==> src/rtl/poli_fetch_unit.sv <==
// poli_fetch_unit: instruction fetch with credit-limited memory requests, PC-tagged FIFO and redirect squash.
// Optional FETCH_MISALIGN_EN adds a sticky fetch_misalign flag for redirects to non-word-aligned targets.
module poli_fetch_unit #(
    parameter int W = 32,
    parameter int DEPTH = 4,
    parameter int MAX_OUT = 2,
    parameter logic [W-1:0] RESET_PC = '0
) (
    input  logic         clk,
    input  logic         rst,
    input  logic         redirect_valid,
    input  logic [W-1:0] redirect_pc,
    output logic         imem_req_valid,
    input  logic         imem_req_ready,
    output logic [W-1:0] imem_req_addr,
    input  logic         imem_rsp_valid,
    input  logic [W-1:0] imem_rsp_data,
    output logic         inst_valid,
    input  logic         inst_ready,
    output logic [W-1:0] inst_data,
    output logic [W-1:0] inst_pc,
`ifdef FETCH_MISALIGN_EN
    output logic         fetch_misalign,
`endif
    output logic         flushing
);
    localparam int CW = $clog2(MAX_OUT) + 1;
    localparam int AW = $clog2(DEPTH);
    localparam int SW = CW + AW + 1;

    logic [W-1:0]  fetch_pc, rsp_pc, target_pc;
    logic [CW-1:0] outstanding, drop_cnt;
    logic [AW:0]   wr_ptr, rd_ptr, fifo_count;
    logic [W-1:0]  fifo_data [DEPTH];
    logic [W-1:0]  fifo_pc [DEPTH];
    logic [SW-1:0] credit_use;
    logic          fire, push, pop, dropping;

    // Responses still owed to the FIFO plus what it already holds must fit in DEPTH.
    assign fifo_count = wr_ptr - rd_ptr;
    assign credit_use = SW'(outstanding - drop_cnt) + SW'(fifo_count);
    assign imem_req_valid = rst && !redirect_valid && outstanding < CW'(MAX_OUT) && credit_use < SW'(DEPTH);
    assign imem_req_addr = fetch_pc;
    assign fire = imem_req_valid && imem_req_ready;
    assign dropping = drop_cnt != '0;
    assign flushing = dropping;
    assign push = imem_rsp_valid && !dropping && !redirect_valid;
    assign inst_valid = fifo_count != '0;
    assign pop = inst_valid && inst_ready && !redirect_valid;
    assign inst_data = fifo_data[rd_ptr[AW-1:0]];
    assign inst_pc = fifo_pc[rd_ptr[AW-1:0]];
    assign target_pc = redirect_pc & ~W'(3);

    always_ff @(posedge clk or negedge rst) begin
        if (!rst) begin
            fetch_pc <= RESET_PC;
            rsp_pc <= RESET_PC;
            outstanding <= '0;
            drop_cnt <= '0;
            wr_ptr <= '0;
            rd_ptr <= '0;
            for (int i = 0; i < DEPTH; i++) begin
                fifo_data[i] <= '0;
                fifo_pc[i] <= '0;
            end
        end else begin
            outstanding <= outstanding + CW'(fire) - CW'(imem_rsp_valid);
            if (redirect_valid) begin
                fetch_pc <= target_pc;
                rsp_pc <= target_pc;
                drop_cnt <= outstanding - CW'(imem_rsp_valid);
                wr_ptr <= '0;
                rd_ptr <= '0;
            end else begin
                if (fire)
                    fetch_pc <= fetch_pc + W'(4);
                if (imem_rsp_valid && dropping)
                    drop_cnt <= drop_cnt - CW'(1);
                if (push) begin
                    fifo_data[wr_ptr[AW-1:0]] <= imem_rsp_data;
                    fifo_pc[wr_ptr[AW-1:0]] <= rsp_pc;
                    wr_ptr <= wr_ptr + (AW+1)'(1);
                    rsp_pc <= rsp_pc + W'(4);
                end
                if (pop)
                    rd_ptr <= rd_ptr + (AW+1)'(1);
            end
        end
    end

`ifdef FETCH_MISALIGN_EN
    always_ff @(posedge clk or negedge rst) begin
        if (!rst)
            fetch_misalign <= 1'b0;
        else if (redirect_valid && redirect_pc[1:0] != 2'b00)
            fetch_misalign <= 1'b1;
    end
`endif

    // A response with nothing outstanding or a push into a full FIFO means the credit logic is broken.
    assert property (@(posedge clk) disable iff (!rst) imem_rsp_valid |-> outstanding != '0);
    assert property (@(posedge clk) disable iff (!rst) (push && !pop) |-> fifo_count != (AW+1)'(DEPTH));
endmodule

==> config.mk <==
export PLATFORM = sky130hd
export DESIGN_NAME = poli_fetch_unit
export DESIGN_NICKNAME = d
export VERILOG_FILES = /design/src/rtl/poli_fetch_unit.sv
export SDC_FILE = /design/constraint.sdc
export NUM_CORES = 1
export LEC_CHECK = 0
export CORE_MARGIN = 10
export CORE_UTILIZATION = 50
export CTS_CLUSTER_SIZE = 28
export DETAILED_ROUTE_END_ITERATION = 8
export MAX_ROUTING_LAYER = met4
export PLACE_DENSITY = 0.72
export SETUP_SLACK_MARGIN = 0.4
export SYNTH_ARGS = -nofsm -noshare
export SYNTH_HDL_FRONTEND = slang
export SYNTH_SLANG_ARGS = --single-unit
==> constraint.sdc <==
create_clock -name clk -period 11.4 [get_ports clk]
set_input_delay 1.14 -clock clk [delete_from_list [all_inputs] [get_ports clk]]
set_output_delay 1.14 -clock clk [all_outputs]
set_load 0.05 [all_outputs]
==> impl_metrics.ini <==
[outcome]
outcome = completed

[routing]
drt_iter0_markers = 543
vias = 9247
post_drt_via_cell_ratio = 5.72
drc = 0
firstDrtPassIters = 4
drtAntennaViolNets = 0
drt-total-wl_mm = 33.5
wl_per_cell_um = 20.7

[logic_synthesis]
synth.avg_cell_area_um2 = 13.9
yosysWarningCount = 0
async_flop_share = 1.00
synth_area_um2 = 14900
synthCells = 1067
synth_ff_type = dfrtp_1
synth-seq-cells = 318
seq_area_frac_synth = 0.535
synthDistinctLibCells = 48
synth-edff-count = 0

[global_routing]
grt_usage = 0.190
grt_pass1_wl_mm = 54.6
antenna_found_initial = 2
overflow = 0
grt_max_degree = 161
grt_pass1_vias = 9864

[floorplanning]
ios = 169
core_um2 = 29500
start_util = 0.505
die_w_um = 193
die_height_um = 193
die_area_um2 = 37100
row_count = 63

[cts]
clkTransAtPathRegs_ns = 0.06
cts_tree = yes
cts_root_buf = clkbuf_16
post_cts_buffers = 0
cts_made_buffers = 36
cts_buffer_depth = 3
ctsHtreeMaxLevel = 2
post_cts_resized = 0
numClockSinks = 318
cts.hold.buffers_added = 0
clk_latency_ns = 0.51

[worst_setup_path]
cp.arrival_ns = 4.79
cp_max_fo = 26
r2r_start = rd_ptr[0]
worst_r2r_path_depth = 14
criticalPathCategory = reg -> out
r2r-end = outstanding[1]
worstSetupStartpointType = register
crit_path_end_kind = output pin
required_ns = 10.26
r2r_setup_slack_ns = 6.81

[sta]
clock_skew_ns = 0.0121
slew_violations = 0
min_period_over_period = 0.520
grt_setup_unrepaired = false
period_minus_slack_ns = 5.93
tns_ns = 0
relSlewSlack = 0.335
hold_viol_final = 0
fmax_mhz = 169
worstMarginPinSlew_ns = 0.997
finalSetupViolCount = 0

[finish]
drive_gt1_frac = 0.317
syn_to_final_growth_pct = 20.3
nFillCells = 2294
nets = 1294
multi_input_area_um2 = 6570
final_area_um2 = 17900
final_cell_mix = dfrtp_1 (316), mux2_2 (250), clkdlybuf4s50_1 (160), mux4_2 (62), nand2_1 (46)
layout_commonest_cell = dfrtp_1
seqCellArea_um2 = 7960

[pwr]
power.density_nw_per_um2 = 249
p_leak_nw = 7.81
power_mw = 4.46
ir_drop_v = 0.000125

[min_path]
min_to = fifo_pc[30]
hold_path_depth = 2
hp-class = reg -> reg
hold_path_startpoint = fifo_pc[30]

[placed_design]
hpwl_mm = 21.7
portBuffers = 162
placed_area_um2 = 16800
place_congestion = 0.835

[run]
drv_cap = 0
-- critical path, cell delays in order, from the launching register on --
cell             delay [ns]
dfrtp_4                0.79
ha_1                   0.25
inv_1                  0.05
fa_1                   0.35
xor3_1                 0.43
inv_1                  0.06
ha_1                   0.27
or3b_1                 0.40
nor4_4                 0.63
nor2_1                 0.09
nor2_1                 0.13
clkdlybuf4s50_1        0.83
-- metrics by stage --
step | setup WS, ns | utilization | cells | hold slack, ns
3_5_place_dp | 5.96 | 0.570 | 1558 | 0.466
4_1_cts | 5.41 | 0.607 | 1616 | 0.479
3_3_place_gp | 5.93 | 0.570 | 1558 | 0.456
2_1_floorplan | 6.51 | - | 1070 | 0.445
5_1_grt | 5.21 | 0.607 | 1618 | 0.508
6_report | 5.47 | 0.607 | 1618 | 0.475
-- per-layer routing --
| layer | vias to the layer above | GRT usage | routed length, um |
|---|---|---|---|
| li1 | 4204 | - | - |
| met1 | 4778 | 0.253 | 15300 |
| met2 | 210 | 0.295 | 15700 |
| met3 | 55 | 0.0381 | 1850 |
| met4 | 0 | 0.0441 | 614 |
| met5 | - | - | 0 |
-- layout make-up --
type	count	area share
Clock buffer	51	0.0597
Tap cell	390	0.0273
Sequential cell	318	0.445
Clock inverter	7	0.00210
Inverter	17	0.00356
Antenna cell	2	0.000280
Multi-Input combinational cell	661	0.367
Timing Repair Buffer	172	0.0955
-- cell families (layout without fill, tap and decap cells) --
logic type      Yosys count  in the layout  synth area share
flops                   318            318             0.535
mux                     314            314             0.284
simple gates            182            182            0.0643
compound gates           96             96            0.0462
buf+inv                  91            247            0.0252
xor+xnor                 47             47            0.0287
fa+ha+maj                18             18            0.0161
other cells               1              6          0.000252
-- how the worst max path moves through the flow --
stage	startpoint	endpoint	slack, ns	cells after the start
after global placement	rd_ptr[0]	imem_req_valid	5.93	11
after detailed placement	rd_ptr[0]	imem_req_valid	5.96	11
after global routing	rd_ptr[0]	imem_req_valid	5.21	11
after floorplan	rd_ptr[1]	imem_req_valid	6.51	12
after CTS	rd_ptr[0]	imem_req_valid	5.41	11
final	rd_ptr[0]	imem_req_valid	5.47	11
-- flip-flops by register name, summed over array words and instances (netlist names) --
name,count
fifo_data,128
fifo_pc,120
imem_req_addr,30
rsp_pc,30
rd_ptr,3
wr_ptr,3
drop_cnt,2
outstanding,2
-- cell usage after synthesis, drive strengths merged (2+ instances only) --
cell type,number,share of area
o31a,23,0.014
a21boi,17,0.0086
nor4,17,0.0086
o211ai,5,0.0025
nand4,9,0.0038
nor2,21,0.0053
xnor2,31,0.018
and2,3,0.0013
ha,16,0.013
or3,4,0.0017
o21a,5,0.0025
mux2i,2,0.0013
a31oi,3,0.0013
nand2,50,0.013
nor3,13,0.0044
or4,2,0.0010
fa,2,0.0027
and3,6,0.0025
buf,18,0.0066
mux2,250,0.19
inv,17,0.0043
and4,6,0.0035
xor2,15,0.0088
mux4,62,0.094
o21ai,24,0.0086
a21oi,8,0.0027
dfrtp,318,0.53
clkbuf,56,0.014
nand2b,17,0.0071
o2111ai,8,0.0047
nand3,28,0.0094
-- power by group --
| group | internal, mW | total [mW] | switching (mW) |
|---|---|---|---|
| logic | 0.768 | 1.80 | 1.03 |
| registers | 1.40 | 1.57 | 0.175 |
| clock network | 0.647 | 1.08 | 0.435 |
Power figures use the tool's default switching activity.
